===== src/rtl/axis_csum_ctrl_pkg.sv =====
// Shared constants for the checksum offload sequencer: field widths,
// FSM state encodings and descriptor packing helpers.
package axis_csum_ctrl_pkg;

   localparam int CSUM_WIDTH          = 16;
   localparam int CSUM_DATA_WIDTH_DEF = 160;

   typedef logic [0:0] state_t;

   localparam state_t ST_SOP = 1'b0;
   localparam state_t ST_PKT = 1'b1;

   // Descriptors are packed as {enable, start, offset}.
   function automatic int desc_width(input int cl_width);
      return 1 + 2 * cl_width;
   endfunction

endpackage


===== src/rtl/axis_csum_ctrl_if.sv =====
// AXI-Stream bundle used on both sides of the checksum sequencer.
interface axis_csum_ctrl_if #(
   parameter int DATA_WIDTH = 512,
   parameter int KEEP_WIDTH = DATA_WIDTH / 8,
   parameter int ID_WIDTH   = 8,
   parameter int DEST_WIDTH = 4,
   parameter int USER_WIDTH = 4
);
   logic [DATA_WIDTH-1:0] tdata;
   logic [KEEP_WIDTH-1:0] tkeep;
   logic                  tvalid;
   logic                  tready;
   logic                  tlast;
   logic [ID_WIDTH-1:0]   tid;
   logic [DEST_WIDTH-1:0] tdest;
   logic [USER_WIDTH-1:0] tuser;

   modport master (output tdata, tkeep, tvalid, tlast, tid, tdest, tuser,
                   input  tready);
   modport slave  (input  tdata, tkeep, tvalid, tlast, tid, tdest, tuser,
                   output tready);
endinterface


===== src/rtl/axis_csum_ctrl_desc_fifo.sv =====
// Checksum descriptor queue: head is visible combinationally and reads as
// zero while empty so downstream fields sit at a known value.
module axis_csum_desc_fifo
   import axis_csum_ctrl_pkg::*;
#(
   parameter int WIDTH = 19,
   parameter int DEPTH = 4
) (
   input  logic             clk,
   input  logic             rst_n,
   input  logic             push,
   input  logic [WIDTH-1:0] push_data,
   input  logic             pop,
   output logic [WIDTH-1:0] head,
   output logic             full,
   output logic             empty
);
   localparam int           AW      = $clog2(DEPTH);
   localparam logic [AW:0]  PTR_ONE = 1;

   logic [WIDTH-1:0] mem [DEPTH];
   logic [AW:0]      wr_ptr;
   logic [AW:0]      rd_ptr;

   assign empty = (wr_ptr == rd_ptr);
   assign full  = (wr_ptr[AW] != rd_ptr[AW]) && (wr_ptr[AW-1:0] == rd_ptr[AW-1:0]);
   assign head  = empty ? '0 : mem[rd_ptr[AW-1:0]];

   always_ff @(posedge clk or negedge rst_n) begin
      if (!rst_n) begin
         wr_ptr <= '0;
         rd_ptr <= '0;
      end else begin
         if (push) wr_ptr <= wr_ptr + PTR_ONE;
         if (pop)  rd_ptr <= rd_ptr + PTR_ONE;
      end
   end

   // Write-when-full is only issued alongside a pop, so the slot being
   // overwritten is the head that retires on this same edge.
   always_ff @(posedge clk) begin
      if (push) mem[wr_ptr[AW-1:0]] <= push_data;
   end

endmodule


===== src/rtl/axis_csum_ctrl.sv =====
// Per-packet sequencer aligning queued checksum descriptors with the first
// beat of each AXI-Stream packet heading into the checksum stage.
//
//   state  | meaning
//   SOP    | waiting for first beat; stream gated until a descriptor is queued
//   PKT    | mid-packet pass-through; descriptor retires on accepted tlast
module axis_csum_ctrl
   import axis_csum_ctrl_pkg::*;
#(
   parameter int DATA_WIDTH      = 512,
   parameter int KEEP_WIDTH      = DATA_WIDTH / 8,
   parameter int ID_WIDTH        = 8,
   parameter int DEST_WIDTH      = 4,
   parameter int USER_WIDTH      = 4,
   parameter int CSUM_DATA_WIDTH = CSUM_DATA_WIDTH_DEF,
   parameter int DESC_DEPTH      = 4,
   parameter int CL_DATA_WIDTH   = $clog2(DATA_WIDTH)
) (
   input  logic                     clk,
   input  logic                     rst_n,
   input  logic                     s_desc_valid,
   output logic                     s_desc_ready,
   input  logic                     s_desc_enable,
   input  logic [CL_DATA_WIDTH-1:0] s_desc_start,
   input  logic [CL_DATA_WIDTH-1:0] s_desc_offset,
   axis_csum_ctrl_if.slave          s_axis,
   axis_csum_ctrl_if.master         m_axis,
   output logic                     csum_enable,
   output logic [CL_DATA_WIDTH-1:0] csum_start,
   output logic [CL_DATA_WIDTH-1:0] csum_offset,
   output logic [31:0]              stat_pkt_count,
   output logic [31:0]              stat_csum_count,
   output logic [31:0]              stat_err_count
);
   localparam int DW = desc_width(CL_DATA_WIDTH);
   localparam int SW = DATA_WIDTH + KEEP_WIDTH + ID_WIDTH + DEST_WIDTH + USER_WIDTH + 1;

   localparam logic [CL_DATA_WIDTH:0] DATA_LIM  = (CL_DATA_WIDTH+1)'(DATA_WIDTH);
   localparam logic [CL_DATA_WIDTH:0] HDR_BITS  = (CL_DATA_WIDTH+1)'(CSUM_DATA_WIDTH);
   localparam logic [CL_DATA_WIDTH:0] FLD_BITS  = (CL_DATA_WIDTH+1)'(CSUM_WIDTH);

   logic [DW-1:0]            head;
   logic                     head_en;
   logic [CL_DATA_WIDTH-1:0] head_start;
   logic [CL_DATA_WIDTH-1:0] head_offset;
   logic                     head_ok;
   logic                     full;
   logic                     empty;
   logic                     push;
   logic                     pop;
   logic                     beat;
   state_t                   state;
   logic [SW-1:0]            side;

   assign side = {s_axis.tdata, s_axis.tkeep, s_axis.tid, s_axis.tdest, s_axis.tuser, s_axis.tlast};
   assign {m_axis.tdata, m_axis.tkeep, m_axis.tid, m_axis.tdest, m_axis.tuser, m_axis.tlast} = side;

   assign {head_en, head_start, head_offset} = head;

   assign head_ok = ({1'b0, head_start}  + HDR_BITS <= DATA_LIM) &&
                    ({1'b0, head_offset} + FLD_BITS <= DATA_LIM) &&
                    (head_start[2:0] == 3'b000) && (head_offset[2:0] == 3'b000);

   always_comb begin
      m_axis.tvalid = s_axis.tvalid;
      s_axis.tready = m_axis.tready;
      csum_enable   = 1'b0;
      if (state == ST_SOP) begin
         m_axis.tvalid = s_axis.tvalid && !empty;
         s_axis.tready = m_axis.tready && !empty;
         csum_enable   = head_en && head_ok;
      end
   end

   assign csum_start  = head_start;
   assign csum_offset = head_offset;

   assign beat = m_axis.tvalid && m_axis.tready;
   assign pop  = beat && s_axis.tlast;

   // Held low through reset without waiting for a clock edge.
   assign s_desc_ready = rst_n && (!full || pop);
   assign push         = s_desc_valid && s_desc_ready;

   axis_csum_desc_fifo #(
      .WIDTH (DW),
      .DEPTH (DESC_DEPTH)
   ) u_desc_fifo (
      .clk       (clk),
      .rst_n     (rst_n),
      .push      (push),
      .push_data ({s_desc_enable, s_desc_start, s_desc_offset}),
      .pop       (pop),
      .head      (head),
      .full      (full),
      .empty     (empty)
   );

   always_ff @(posedge clk or negedge rst_n) begin
      if (!rst_n) begin
         state           <= ST_SOP;
         stat_pkt_count  <= '0;
         stat_csum_count <= '0;
         stat_err_count  <= '0;
      end else if (beat) begin
         if (state == ST_SOP) begin
            stat_pkt_count <= stat_pkt_count + 32'd1;
            if (csum_enable)         stat_csum_count <= stat_csum_count + 32'd1;
            if (head_en && !head_ok) stat_err_count  <= stat_err_count + 32'd1;
            if (!s_axis.tlast)       state           <= ST_PKT;
         end else if (s_axis.tlast) begin
            state <= ST_SOP;
         end
      end
   end

endmodule


===== src/flat_wrapper.sv =====
// flat-port wrapper written by rule: the top's interface ports become plain ports
module axis_csum_ctrl_flat import axis_csum_ctrl_pkg::*;
#(
   parameter int DATA_WIDTH      = 512,
   parameter int KEEP_WIDTH      = DATA_WIDTH / 8,
   parameter int ID_WIDTH        = 8,
   parameter int DEST_WIDTH      = 4,
   parameter int USER_WIDTH      = 4,
   parameter int CSUM_DATA_WIDTH = CSUM_DATA_WIDTH_DEF,
   parameter int DESC_DEPTH      = 4,
   parameter int CL_DATA_WIDTH   = $clog2(DATA_WIDTH)
)
  (clk, rst_n, s_desc_valid, s_desc_ready, s_desc_enable, s_desc_start, s_desc_offset, csum_enable, csum_start, csum_offset, stat_pkt_count, stat_csum_count, stat_err_count, s_axis_tdata, s_axis_tkeep, s_axis_tvalid, s_axis_tlast, s_axis_tid, s_axis_tdest, s_axis_tuser, s_axis_tready, m_axis_tdata, m_axis_tkeep, m_axis_tvalid, m_axis_tlast, m_axis_tid, m_axis_tdest, m_axis_tuser, m_axis_tready);
  axis_csum_ctrl_if #(.DATA_WIDTH(DATA_WIDTH), .KEEP_WIDTH(KEEP_WIDTH), .ID_WIDTH(ID_WIDTH), .DEST_WIDTH(DEST_WIDTH), .USER_WIDTH(USER_WIDTH)) s_axis_i ();
  axis_csum_ctrl_if #(.DATA_WIDTH(DATA_WIDTH), .KEEP_WIDTH(KEEP_WIDTH), .ID_WIDTH(ID_WIDTH), .DEST_WIDTH(DEST_WIDTH), .USER_WIDTH(USER_WIDTH)) m_axis_i ();
  input  logic clk;
  input  logic rst_n;
  input  logic s_desc_valid;
  output logic s_desc_ready;
  input  logic s_desc_enable;
  input  logic [CL_DATA_WIDTH-1:0] s_desc_start;
  input  logic [CL_DATA_WIDTH-1:0] s_desc_offset;
  output logic csum_enable;
  output logic [CL_DATA_WIDTH-1:0] csum_start;
  output logic [CL_DATA_WIDTH-1:0] csum_offset;
  output logic [31:0] stat_pkt_count;
  output logic [31:0] stat_csum_count;
  output logic [31:0] stat_err_count;
  input wire logic [$bits(s_axis_i.tdata)-1:0] s_axis_tdata;
  input wire logic [$bits(s_axis_i.tkeep)-1:0] s_axis_tkeep;
  input wire logic [$bits(s_axis_i.tvalid)-1:0] s_axis_tvalid;
  input wire logic [$bits(s_axis_i.tlast)-1:0] s_axis_tlast;
  input wire logic [$bits(s_axis_i.tid)-1:0] s_axis_tid;
  input wire logic [$bits(s_axis_i.tdest)-1:0] s_axis_tdest;
  input wire logic [$bits(s_axis_i.tuser)-1:0] s_axis_tuser;
  output wire logic [$bits(s_axis_i.tready)-1:0] s_axis_tready;
  output wire logic [$bits(m_axis_i.tdata)-1:0] m_axis_tdata;
  output wire logic [$bits(m_axis_i.tkeep)-1:0] m_axis_tkeep;
  output wire logic [$bits(m_axis_i.tvalid)-1:0] m_axis_tvalid;
  output wire logic [$bits(m_axis_i.tlast)-1:0] m_axis_tlast;
  output wire logic [$bits(m_axis_i.tid)-1:0] m_axis_tid;
  output wire logic [$bits(m_axis_i.tdest)-1:0] m_axis_tdest;
  output wire logic [$bits(m_axis_i.tuser)-1:0] m_axis_tuser;
  input wire logic [$bits(m_axis_i.tready)-1:0] m_axis_tready;
  assign s_axis_i.tdata = s_axis_tdata;
  assign s_axis_i.tkeep = s_axis_tkeep;
  assign s_axis_i.tvalid = s_axis_tvalid;
  assign s_axis_i.tlast = s_axis_tlast;
  assign s_axis_i.tid = s_axis_tid;
  assign s_axis_i.tdest = s_axis_tdest;
  assign s_axis_i.tuser = s_axis_tuser;
  assign s_axis_tready = s_axis_i.tready;
  assign m_axis_tdata = m_axis_i.tdata;
  assign m_axis_tkeep = m_axis_i.tkeep;
  assign m_axis_tvalid = m_axis_i.tvalid;
  assign m_axis_tlast = m_axis_i.tlast;
  assign m_axis_tid = m_axis_i.tid;
  assign m_axis_tdest = m_axis_i.tdest;
  assign m_axis_tuser = m_axis_i.tuser;
  assign m_axis_i.tready = m_axis_tready;
  axis_csum_ctrl #(.DATA_WIDTH(DATA_WIDTH), .KEEP_WIDTH(KEEP_WIDTH), .ID_WIDTH(ID_WIDTH), .DEST_WIDTH(DEST_WIDTH), .USER_WIDTH(USER_WIDTH), .CSUM_DATA_WIDTH(CSUM_DATA_WIDTH), .DESC_DEPTH(DESC_DEPTH), .CL_DATA_WIDTH(CL_DATA_WIDTH)) u_core (.clk(clk), .rst_n(rst_n), .s_desc_valid(s_desc_valid), .s_desc_ready(s_desc_ready), .s_desc_enable(s_desc_enable), .s_desc_start(s_desc_start), .s_desc_offset(s_desc_offset), .s_axis(s_axis_i), .m_axis(m_axis_i), .csum_enable(csum_enable), .csum_start(csum_start), .csum_offset(csum_offset), .stat_pkt_count(stat_pkt_count), .stat_csum_count(stat_csum_count), .stat_err_count(stat_err_count));
endmodule

===== config.mk =====
export PLATFORM = sky130hd
export DESIGN_NAME = axis_csum_ctrl_flat
export DESIGN_NICKNAME = d
export VERILOG_FILES = /design/src/rtl/axis_csum_ctrl_pkg.sv /design/src/rtl/axis_csum_ctrl_if.sv /design/src/rtl/axis_csum_ctrl_desc_fifo.sv /design/src/rtl/axis_csum_ctrl.sv /design/src/flat_wrapper.sv
export SDC_FILE = /design/constraint.sdc
export NUM_CORES = 1
export LEC_CHECK = 0
export CAP_MARGIN = 40
export CELL_PAD_IN_SITES_DETAIL_PLACEMENT = 0
export CELL_PAD_IN_SITES_GLOBAL_PLACEMENT = 1
export CORE_AREA = 2 2 523 525
export DETAILED_ROUTE_END_ITERATION = 12
export DIE_AREA = 0 0 525 527
export GPL_TIMING_DRIVEN = 1
export PLACE_DENSITY = 0.4
export RECOVER_POWER = 50
export SYNTH_ARGS = -nofsm -noshare
export SYNTH_HDL_FRONTEND = slang
export SYNTH_HIERARCHICAL = 1
export SYNTH_SLANG_ARGS = --single-unit

===== constraint.sdc =====
create_clock -name clk -period 4.1 [get_ports clk]
set_input_delay 0.82 -clock clk [delete_from_list [all_inputs] [get_ports clk]]
set_output_delay 0.82 -clock clk [all_outputs]
set_load 0.01 [all_outputs]

==> impl_results.md <==
- Top flip-flop cell by instance count after synthesis: sky130_fd_sc_hd__dfrtp_1
- Worst setup skew after layout: 0.0154 ns
- Maximum fanout along the worst path: 12
- Number of endpoints with negative hold slack in the final report: 0
- P_int: 0.00385 W
- Number of search-and-repair iterations in the first detailed-routing pass: 4
- Max-cap violation count: 1
- Core footprint: 272000 µm²
- Data arrival, critical path: 3.04 ns
- Number of hold-repair buffers added at the cts stage: 0
- Total net switching power: 0.00218 W
- Weighted congestion reported at the end of routability-driven placement: 0.931
- Layout cell share with drive strength beyond 1: 13.2%
- Routed length on met2: 77.3 mm
- Fraction of the yosys area taken by sequential cells: 39.2%
- Final-stage net count: 1371
- Nets in the synthesized netlist: 1797
- Reg-to-reg startpoint: u_core/u_desc_fifo/rd_ptr[0]
- Reg-to-Reg End: u_core/stat_csum_count[27]
- Length of routed wiring on met1: 21.5 mm
- Starting Density: 4.57%
- DP HPWL: 155 mm
- Final setup violation count: 0
- Worst Hold Class: reg -> reg
- Standard-cell row count: 192
- Seq. cell area: 4860 µm²
- Worst Min Path Start: u_core/stat_pkt_count[31]
- Worst hold endpoint: u_core/stat_pkt_count[31]
- Leading post-synthesis cells by cell area: sky130_fd_sc_hd__buf_4 36%, sky130_fd_sc_hd__dfrtp_1 21%, sky130_fd_sc_hd__edfxtp_1 18%
- Outcome: finished with violations
- Vias in the first global route: 6871
- F_max: 0.259 GHz
- Worst reg-to-reg setup slack: 0.65 ns
- Vias per Instance: 1.56
- Worst Setup Start Kind: register
- Data required time at the worst endpoint: 3.28 ns
- Number of distinct library cells after synthesis: 43
- Fraction of power consumed by combinational cells: 34.4%
- Measured slew at the worst slew-check pin: 2.67 ns
- Hold Path Depth: 1
- Maximum buffer depth of the clock tree: 2
- P&R area growth vs syn: 18.6%
- Number of warnings printed during yosys synthesis: 6
- Vert. Die Dim: 527 µm
- Setup tns final: 0 ns
- Overall routed net length: 164 mm
- Inserted Clock Buffers: 17
- Part of the total power dissipated in sequential elements: 36.2%
- CP endpoint kind: output pin
- Number of vias in the routed layout: 6771
- Peak ir drop on the vdd network: 0.259 mV
- Worst setup path class: reg -> out
- Clock network fraction of design power: 29.4%
- Number of antenna violations at the first check in global routing: 3
- Wire length of the first global-routing pass: 182 mm
- Post-Syn Area: 12400 µm²
- Most common cell after layout, fill and taps aside: sky130_fd_sc_hd__clkdlybuf4s50_1
- Clock latency on the worst-skew pair: 0.48 ns
- Clock transition time at the flip-flop clock pins of the worst setup and hold paths: 0.08 ns
- Standby leakage power: 4.23 nW
- Die width: 525 µm
- Number of enable flip-flop cells after synthesis: 76
- DR DRC count: 0
- CTS sink count: 179
- Placed cell area: 14000 µm²
- Worst Setup SP: u_core/u_desc_fifo/rd_ptr[0]
- Switching fraction of total power: 36.1%
- Pwr/cell area: 410 nW/µm²
- RSZ-0062 raised after global routing: false
- Pins over their slew limit: 45
- Relative slew slack: -78.0%
- Final instance area: 14700 µm²
- Port buffer count: 143
- Final ANT Viol Nets: 0
- Commonest cells after routing, fill and taps aside: 122 x sky130_fd_sc_hd__clkdlybuf4s50_1, 102 x sky130_fd_sc_hd__dfrtp_1, 76 x sky130_fd_sc_hd__edfxtp_1, 54 x sky130_fd_sc_hd__xnor2_1, 47 x sky130_fd_sc_hd__xor2_1
- Area of combinational cells with multiple inputs: 2950 µm²
- Number of I/O pins: 1328
- Root cell of the clock tree: sky130_fd_sc_hd__clkbuf_16
- Violations in the final reports: max-capacitance violations, max-slew violations
- FF-to-FF path depth: 10
- Number of DRC markers in iteration 0: 423
- Min cycle time layout: 3.86 ns
- Total length of routed met3 wires: 63.9 mm
- Diodes inserted: 0
- Cell count after synthesis: 1171
- Uppermost routed layer: met5
- Routed wire per std cell: 37.8 µm
- Mean cell area of the mapped netlist: 10.6 µm²
- Clock tree from TritonCTS: yes
- Async S/R FF share, synth: 57.5%
- Period Utilization, post-route: 94.1%
- Flip-flop and latch count after synthesis: 179
- Largest net degree at the start of global routing: 52
- Area fraction of the dominant cell type after synthesis: 36.0%
- Cell type with the largest total area after synthesis: sky130_fd_sc_hd__buf_4
- Htree depth: 4
- Layout filler cell count: 31804
- GR Util All Layers: 11.4%
- Total Die Area: 277000 µm²
- Gr ovfl total: 0
## state kept, by name, summed over array words and instances, names as in the netlist
signal,count
u_core/u_desc_fifo/mem,76
u_core/stat_csum_count,32
u_core/stat_err_count,32
u_core/stat_pkt_count,32
u_core/u_desc_fifo/rd_ptr,3
u_core/u_desc_fifo/wr_ptr,3
u_core/state,1
## worst max-delay path, stage by stage (launching register included)
cell,delay [ns]
sky130_fd_sc_hd__dfrtp_2,0.52
sky130_fd_sc_hd__buf_12,0.14
sky130_fd_sc_hd__buf_12,0.15
sky130_fd_sc_hd__mux4_2,0.51
sky130_fd_sc_hd__o31a_1,0.14
sky130_fd_sc_hd__nor4_2,0.39
sky130_fd_sc_hd__o2111ai_2,0.28
sky130_fd_sc_hd__a21oi_4,0.25
sky130_fd_sc_hd__buf_12,0.15
## cell families after synthesis
logic type	share of synthesized area, %
AOI/OAI and AO/OA	2.14
xor gates and xnor gates	7.13
adders and majority gates	0.907
buffers and inverters	37.3
DFF	39.2
muxes	3.81
and+or+nand+nor	9.55
## how the worst max path moves through the flow
stage          cells after the start  slack (ns)           to
6_report                           8        0.24  csum_enable
5_1_grt                            8        0.03  csum_enable
4_1_cts                            8       0.007  csum_enable
3_5_place_dp                       7        0.16  csum_enable
3_3_place_gp                       7        0.18  csum_enable
2_1_floorplan                      7        0.90  csum_enable
## cell type report
type / count / area share (%)
multi-input cells: 364 / 20.1
clock buffers: 17 / 2.89
repair buffers: 174 / 11.8
inverters: 9 / 0.230
well taps: 3589 / 30.5
clock inverters: 15 / 1.46
flip-flops and latches: 179 / 33.0
## synthesized netlist by cell type, types with 12 or more instances
library cell and n:
sky130_fd_sc_hd__and2_1 14, sky130_fd_sc_hd__mux4_2 19, sky130_fd_sc_hd__xor2_1 47, sky130_fd_sc_hd__clkbuf_1 12, sky130_fd_sc_hd__nand4_1 27, sky130_fd_sc_hd__nor4_1 23, sky130_fd_sc_hd__and3_1 20, sky130_fd_sc_hd__edfxtp_1 76
sky130_fd_sc_hd__nand2_1 32, sky130_fd_sc_hd__nand3_1 31, sky130_fd_sc_hd__o31a_1 19, sky130_fd_sc_hd__buf_4 595, sky130_fd_sc_hd__dfrtp_1 103, sky130_fd_sc_hd__xnor2_1 54
## power by group through the flow
stage / combinational [W] / clock (W) / sequential [W]
2_1_floorplan: 0.00167 / 0 / 0.00219
3_3_place_gp: 0.00205 / 0 / 0.00223
3_5_place_dp: 0.00203 / 0 / 0.00223
4_1_cts: 0.00210 / 0.00186 / 0.00219
5_1_grt: 0.00226 / 0.00192 / 0.00221
6_report: 0.00208 / 0.00177 / 0.00218
## metal layers
metal  up-vias  global-route usage, %
met2      1250                   18.9
met5         -                  0.381
met3        77                   21.1
li1       2469                      -
met4         6                   1.16
met1      2969                   4.29
## what timing repair did
item                                    4_1_cts  5_1_grt
buffers inserted                              4        0
cloned                                        0        0
gates resized for setup                       3        3
endpoints found under the hold margin         0        0
pin swaps                                     1        0
endpoints found under the setup margin        1        1
## per-stage QoR
stage / setup WS [ns] / std cells / total power (W) / util [%] / hold WS, ns
CTS: 0.00659 / 4347 / 0.00615 / 5.41 / 0.484
finish: 0.242 / 4347 / 0.00603 / 5.42 / 0.478
global route: 0.0268 / 4347 / 0.00638 / 5.42 / 0.496
detailed placement: 0.164 / 4311 / 0.00425 / 5.16 / 0.465
floorplan: 0.904 / 1171 / 0.00386 / - / 0.498
global placement: 0.183 / 4306 / 0.00427 / 5.13 / 0.459
(Power assumes the default switching activity.)
